==> config.mk <==
export PLATFORM = sky130hd
export DESIGN_NAME = keypad_scanner
export DESIGN_NICKNAME = d
export VERILOG_FILES = /design/src/rtl/keypad_scanner.sv
export SDC_FILE = /design/constraint.sdc
export NUM_CORES = 1
export LEC_CHECK = 0
export CAP_MARGIN = 30
export CORE_MARGIN = 5
export CORE_UTILIZATION = 45
export CTS_CLUSTER_SIZE = 25
export DETAILED_ROUTE_END_ITERATION = 7
export DONT_BUFFER_PORTS = 1
export GPL_ROUTABILITY_DRIVEN = 0
export PLACE_DENSITY = 0.71
export SLEW_MARGIN = 20
export SYNTH_ARGS = -nofsm -noshare
export SYNTH_HDL_FRONTEND = slang
export SYNTH_SLANG_ARGS = --single-unit
==> constraint.sdc <==
create_clock -name clk -period 5.3 [get_ports clk]
set_input_delay 0.265 -clock clk [delete_from_list [all_inputs] [get_ports clk]]
set_output_delay 0.265 -clock clk [all_outputs]
set_load 0.01 [all_outputs]
==> src/rtl/keypad_scanner.sv <==
// ============================================================================
// Module      : keypad_scanner
// Description : 4x4 matrix keypad scanner with sync, debounce, one event per press.
//               Optional auto-repeat while held: define KEYPAD_REPEAT_EN.
// Revision    : 1.0 - initial release
// ============================================================================
`default_nettype none

module keypad_scanner #(
  parameter int SCAN_DIV     = 16,
  parameter int DEBOUNCE_CNT = 1000,
  parameter int REPEAT_CNT   = 50000
) (
  input  logic       clk,
  input  logic       reset,
  input  logic [3:0] row,
  output logic [3:0] shift_col,
  output logic [3:0] key_code,
  output logic       key_valid,
  output logic       key_held
);

  localparam int DWELL_W = $clog2(SCAN_DIV);
  localparam int DEB_W   = $clog2(DEBOUNCE_CNT);
  localparam logic [DWELL_W-1:0] DWELL_LAST = DWELL_W'(SCAN_DIV - 1);
  localparam logic [DEB_W-1:0]   DEB_LAST   = DEB_W'(DEBOUNCE_CNT - 1);

  localparam logic [1:0] SCAN     = 2'd0;
  localparam logic [1:0] DEBOUNCE = 2'd1;
  localparam logic [1:0] HOLD     = 2'd2;

  logic [1:0]         state;
  logic [1:0]         next_state;
  logic [3:0]         row_m;
  logic [3:0]         row_s;
  logic [DWELL_W-1:0] dwell;
  logic [1:0]         col_idx;
  logic [1:0]         cand_col;
  logic [1:0]         cand_row;
  logic [1:0]         first_row;
  logic [DEB_W-1:0]   stable_cnt;
  logic [DEB_W-1:0]   release_cnt;
  logic               cand_low;
  logic               dwell_last;
  logic               any_row;
  logic               advance_col;
  logic               latch_cand;
  logic               accept;
  logic               release_key;
  logic               repeat_fire;

  assign cand_low   = ~row_s[cand_row];
  assign dwell_last = (dwell == DWELL_LAST);
  assign any_row    = (row_s != 4'b1111);

  // Lowest-index active row wins when several are pressed together.
  always_comb begin
    first_row = 2'd0;
    for (int i = 3; i >= 0; i--) begin
      if (!row_s[i]) first_row = 2'(i);
    end
  end

  always_comb begin
    shift_col          = 4'b1111;
    shift_col[col_idx] = 1'b0;
  end

  // State register
  always_ff @(posedge clk) begin
    if (reset) state <= SCAN;
    else       state <= next_state;
  end

  // Next-state logic
  always_comb begin
    next_state = state;
    case (state)
      SCAN:     if (dwell_last && any_row) next_state = DEBOUNCE;
      DEBOUNCE: begin
        if (!cand_low)                      next_state = SCAN;
        else if (stable_cnt == DEB_LAST)    next_state = HOLD;
      end
      HOLD:     if (!cand_low && release_cnt == DEB_LAST) next_state = SCAN;
      default:  next_state = SCAN;
    endcase
  end

  // Control strobes
  always_comb begin
    advance_col = 1'b0;
    latch_cand  = 1'b0;
    accept      = 1'b0;
    release_key = 1'b0;
    case (state)
      SCAN: begin
        advance_col = dwell_last && !any_row;
        latch_cand  = dwell_last && any_row;
      end
      DEBOUNCE: begin
        advance_col = !cand_low;
        accept      = cand_low && (stable_cnt == DEB_LAST);
      end
      HOLD: begin
        release_key = !cand_low && (release_cnt == DEB_LAST);
        advance_col = release_key;
      end
      default: ;
    endcase
  end

  always_ff @(posedge clk) begin
    if (reset) begin
      row_m       <= 4'b1111;
      row_s       <= 4'b1111;
      dwell       <= '0;
      col_idx     <= 2'd0;
      cand_col    <= 2'd0;
      cand_row    <= 2'd0;
      stable_cnt  <= '0;
      release_cnt <= '0;
      key_code    <= 4'd0;
      key_valid   <= 1'b0;
      key_held    <= 1'b0;
    end else begin
      row_m <= row;
      row_s <= row_m;

      // Dwell only runs while scanning so a resumed scan starts a fresh column.
      if (state != SCAN || dwell_last) dwell <= '0;
      else                             dwell <= dwell + 1'b1;

      if (advance_col) col_idx <= col_idx + 2'd1;

      if (latch_cand) begin
        cand_col <= col_idx;
        cand_row <= first_row;
      end

      if (state != DEBOUNCE)  stable_cnt <= '0;
      else if (cand_low)      stable_cnt <= stable_cnt + 1'b1;

      if (state != HOLD || cand_low) release_cnt <= '0;
      else                           release_cnt <= release_cnt + 1'b1;

      if (accept) key_code <= {cand_col, cand_row};
      key_valid <= accept | repeat_fire;

      if (accept)           key_held <= 1'b1;
      else if (release_key) key_held <= 1'b0;
    end
  end

`ifdef KEYPAD_REPEAT_EN
  localparam int REP_W = $clog2(REPEAT_CNT);
  localparam logic [REP_W-1:0] REP_LAST = REP_W'(REPEAT_CNT - 1);

  logic [REP_W-1:0] rep_cnt;

  assign repeat_fire = (state == HOLD) && cand_low && (rep_cnt == REP_LAST);

  always_ff @(posedge clk) begin
    if (reset)                                     rep_cnt <= '0;
    else if (state != HOLD || !cand_low || repeat_fire) rep_cnt <= '0;
    else                                           rep_cnt <= rep_cnt + 1'b1;
  end
`else
  // Repeat interval has no meaning without auto-repeat.
  logic unused_repeat;
  assign unused_repeat = ^REPEAT_CNT;
  assign repeat_fire   = 1'b0;
`endif

endmodule

`default_nettype wire

After elaboration in Yosys (flattened, before gate mapping)
Index checks and enable logic that the tools add are counted.
{ "word_totals": {"ff_bits": 46, "out_inout_bits": 10} }
{ "op_classes": {"add_sub_neg": 4, "order_cmp": 3, "n_eq_ne": 11, "muxes": 19, "n_bitwise": 2, "reduce_logical": 15} }
{ "ops": {"columns": ["op", "count"], "rows": [
  ["adder 10 x 1 -> 10 bit (second input constant)", 2],
  ["== test 10 bit (second input constant)", 2],
  ["2-to-1 mux 2 bit", 8],
  ["2-to-1 mux 1 bit", 7],
  ["< comparator 2 x 3 -> 1 bit (second input constant)", 2],
  ["!= test 2 bit (second input constant)", 3],
  ["one-hot mux 2 bit (3 select lines)", 1],
  ["OR reduction 2 bit", 3],
  ["logical AND 1 bit", 5],
  ["adder 4 x 1 -> 4 bit (second input constant)", 1],
  ["== test 4 bit (second input constant)", 1],
  ["!= test 4 bit (second input constant)", 1],
  ["NOT 4 bit", 1],
  ["nonzero test 2 bit", 2],
  ["!= test 3 bit (second input constant)", 1],
  ["one-hot mux 1 bit (3 select lines)", 1],
  ["AND reduction 3 bit", 1],
  ["adder 2 x 1 -> 2 bit (second input constant)", 1],
  ["binary-select mux 1 bit (select 2 bit)", 1],
  ["demux 1 bit (select 2 bit)", 1],
  ["== test 2 x 1 -> 1 bit (second input constant)", 1],
  ["== test 2 bit (second input constant)", 1],
  ["greater-or-equal comparator 2 x 1 -> 1 bit (second input constant)", 1],
  ["logical NOT 2 bit", 1],
  ["other kinds (4)", 5]
]} }

Logic depth before layout (Yosys ltp)
{ "depth": {"depth_word": 6, "depth_mapped": 5, "depth_no_buf": 5} }

Worst setup path before layout
Ideal clock, no wire load.
{ "synth_path": {"path_type": "flip-flop to flip-flop", "start": "register cand_row[0]", "end": "register col_idx[0]", "setup_ps": 123, "arrival_ps": 1745, "required_ps": 5177, "path_slack_ps": 3431, "stages_incl_launch_ff": 5, "path_buffers": 0, "synth_period_minus_slack_ps": 1869, "path_cell_list": "dfxtp_1 mux4_2 nor3b_4 a221oi_4 mux2_1"} }
{ "synth_between": {"elab_chain_len": 4} }
{ "synth_rtl": {"columns": ["element", "line_no", "rtl"], "rows": [
  ["start, declared", "39", "logic [1:0] cand_row;"],
  ["start signal, assigned", "137", "cand_row <= first_row;"],
  ["binary-select mux 1 bit (select 2 bit) *", "52", "assign cand_low = ~row_s[cand_row];"],
  ["2-to-1 mux 1 bit (not written as such) *", "52", null],
  ["logical AND 1 bit", "105", "release_key = !cand_low && (release_cnt == DEB_LAST);"],
  ["one-hot mux 1 bit (3 select lines) *", "95", "case (state)"],
  ["end signal, assigned", "133", "if (advance_col) col_idx <= col_idx + 2'd1;"],
  ["end, declared", "37", "logic [1:0] col_idx;"]
]} }
Mark *: on every way between the ends. The rest lies on a longest branch, timed or not. The select of a mux whose other input is x is not followed.
A chain may end at the register's enable or synchronous reset.

Worst setup path after layout
Same ends and word-level chain as after synthesis.

==> impl_metrics.py <==
metrics = {
    "outcome": {
        "status": "finished, final reports clean",
    },
    "cells_and_area": {
        "syn_to_final_growth_pct": 5.66,
        "nets": 220,
        "drive_gt1_frac": 0.101,
        "antennaDiodeCount": 0,
        "finalNonFillerCells": 259,
    },
    "timing": {
        "slew_headroom": 0.497,
        "whs_ns": 0.0328,
        "fin_crit_ns": 2.09,
        "grt_setup_unrepaired": "no",
        "hold_violations": 0,
        "finalMaxSlewViolations": 0,
        "setup_viol": 0,
        "period_share": 0.395,
        "fin_tns_setup_ns": 0,
        "fin_skew_ns": 0.00554,
        "max_freq_mhz": 478,
        "worstMarginPinSlew_ns": 0.749,
    },
    "hold_path": {
        "worstHoldEndpoint": "state[0]",
        "hold_path_startpoint": "reset",
        "hp-class": "in2reg",
        "hold_path_depth": 1,
    },
    "die": {
        "coreArea_um2": 4350,
        "die_w_um": 76.8,
        "die_area_um2": 5910,
        "io_pins": 16,
        "fp.dieH_um": 76.8,
        "initial_core_util": 0.462,
        "rows": 24,
    },
    "clock_tree": {
        "clock_sinks": 46,
        "cts_buffers": 5,
        "cts_buffer_depth": 2,
        "htreeDepth": 2,
        "hold_buffers": 0,
        "clk_pin_slew_ns": 0.08,
        "post_cts_buffers": 0,
        "insertion_delay_ns": 0.29,
        "cts_tree": "done",
        "root_buffer": "clkbuf_8",
        "cts_resized": 0,
    },
    "drt": {
        "wl_met1_mm": 1.54,
        "top_layer": "met4",
        "drc": 0,
        "drt-pass1-iter-count": 6,
        "wl_per_cell_um": 12.1,
        "antenna_left": 0,
        "wl_met3_um": 151,
        "viasPerCell": 5.01,
        "route.met2.wl_mm": 1.41,
        "via_count": 1297,
        "wl_mm": 3.12,
        "drt_iter0_drc": 66,
    },
    "synth": {
        "synthAdderAreaFrac": 0.0436,
        "synth_area_um2": 2010,
        "avgSynthCellArea_um2": 9.76,
        "synthFlopType": "dfxtp_1",
        "ys_types": 40,
        "syn_nets": 219,
        "ys_ff_latch": 46,
        "muxShareOfSynthArea": 0.0666,
        "synth_compound_area_frac": 0.0492,
        "post-synth-top-count-cell": "dfxtp_1",
        "yosys.area.top_type_share": 0.458,
        "synthXorXnorAreaFrac": 0.0828,
        "synth_top_family_by_area": "simple AND/OR/NAND/NOR gates",
        "ys.warnings.count": 0,
        "async_flop_share": 0,
        "synth_enable_flop_cells": 0,
        "synth_common_cells": "dfxtp_1 (46), nor2_1 (29), xnor2_1 (13)",
        "ys_seq_area_frac": 0.458,
        "yosysTopAreaCell": "dfxtp_1",
        "ys_top_cells_by_area": "dfxtp_1 (46%), xnor2_1 (5.7%), nor2_1 (5.4%)",
        "synth-simple-area-share": 0.268,
        "syn-instance-count": 206,
    },
    "global_route": {
        "grt_pass1_vias": 1242,
        "grt_max_degree": 32,
        "grt_util_all_layers": 0.115,
        "antenna_found_initial": 0,
        "gr-total-overflow": 0,
        "grt_pass1_wl_mm": 5.58,
    },
    "pwr": {
        "p_leak_nw": 0.784,
        "irDropWorstVdd_mv": 0.191,
        "p_per_area_nw_per_um2": 264,
    },
    "critical_path": {
        "r2r_end": "col_idx[0]",
        "crit_path_end_kind": "flop",
        "worstSetupPathType": "reg2reg",
        "r2r-start": "cand_row[0]",
        "path_max_fanout": 14,
        "cp-start-kind": "flop",
        "reg2reg_depth": 4,
        "crit_required_ns": 5.48,
        "r2r_slack_ns": 3.21,
        "critical_path_arrival_ns": 2.28,
    },
    "placement": {
        "dp.cells": 252,
        "hpwlAfterDp_mm": 2.15,
        "io_buffers": 0,
    },
    "run": {
        "max_cap_viol_count": 0,
    },
}
[how the worst max path moves through the flow]
stage	depth (start not counted)	to	slack [ns]	startpoint
floorplan	4	col_idx[0]	3.43	cand_row[0]
global placement	4	col_idx[0]	3.23	cand_row[0]
detailed placement	4	col_idx[0]	3.21	cand_row[0]
CTS	4	col_idx[0]	3.20	cand_row[0]
global route	4	col_idx[0]	3.10	cand_row[0]
finish	4	col_idx[0]	3.21	cand_row[0]
[kinds of logic after synthesis]
family	after synthesis
muxes	12
xor gates and xnor gates	19
buffers and inverters	15
DFF	46
adders and majority gates	7
AOI/OAI and AO/OA	12
and+or+nand+nor	95
[metal layers]
layer,global-route usage,up-vias
met3,0.0422,2
met1,0.143,583
li1,-,694
met2,0.186,18
met4,0.0315,0
met5,0,-
[state kept, by name, indices dropped and copies added (netlist names), 4 cells and up]
name         count
key_code         4
release_cnt     10
dwell            4
row_m            4
row_s            4
stable_cnt      10
[layout by cell type (no fill, tap or decap), types with 2 or more instances in the layout]
cell,synthesis,layout
clkbuf_8,0,5
nor3_1,6,6
nand4_1,3,3
nor2_1,29,29
inv_1,9,9
or2_2,9,9
xnor2_1,13,13
clkinv_2,0,2
mux2i_1,10,10
a21oi_1,4,4
xor2_1,6,6
and3_1,5,5
a211oi_1,2,2
nand2_1,9,9
nand4b_1,2,2
nand2b_1,12,12
dfxtp_1,46,46
nor4_1,2,2
and4bb_1,2,2
ha_1,7,7
nand3_1,5,5
[metrics by stage]
stage	power, mW	cell area [um^2]	util	setup slack, ns
6_report	0.561	2120	0.488	3.21
5_1_grt	0.591	2120	0.488	3.10
4_1_cts	0.569	2120	0.488	3.20
3_5_place_dp	0.373	2050	0.470	3.21
3_3_place_gp	0.373	2050	0.470	3.23
2_1_floorplan	0.374	2010	-	3.43
[power breakdown]
| group | internal [mW] | switching, mW |
|---|---|---|
| logic | 0.00701 | 0.00511 |
| clock network | 0.0885 | 0.107 |
| registers | 0.350 | 0.00293 |
| total | 0.446 | 0.115 |
[worst max-delay path, cell delays in order (launching register included)]
cell	delay [ns]
dfxtp_1	0.40
mux4_2	0.69
nor3b_4	0.23
a221oi_4	0.33
mux2_1	0.34
[area by class of cell]
class / instances / area (um^2)
multi-input cells: 145 / 1030
flip-flops and latches: 46 / 921
clock buffers: 5 / 68.8
fillers: 395 / 2230
well taps: 52 / 65.1
inverters: 9 / 33.8
clock inverters: 2 / 10.0
Power figures use the tool's default switching activity.
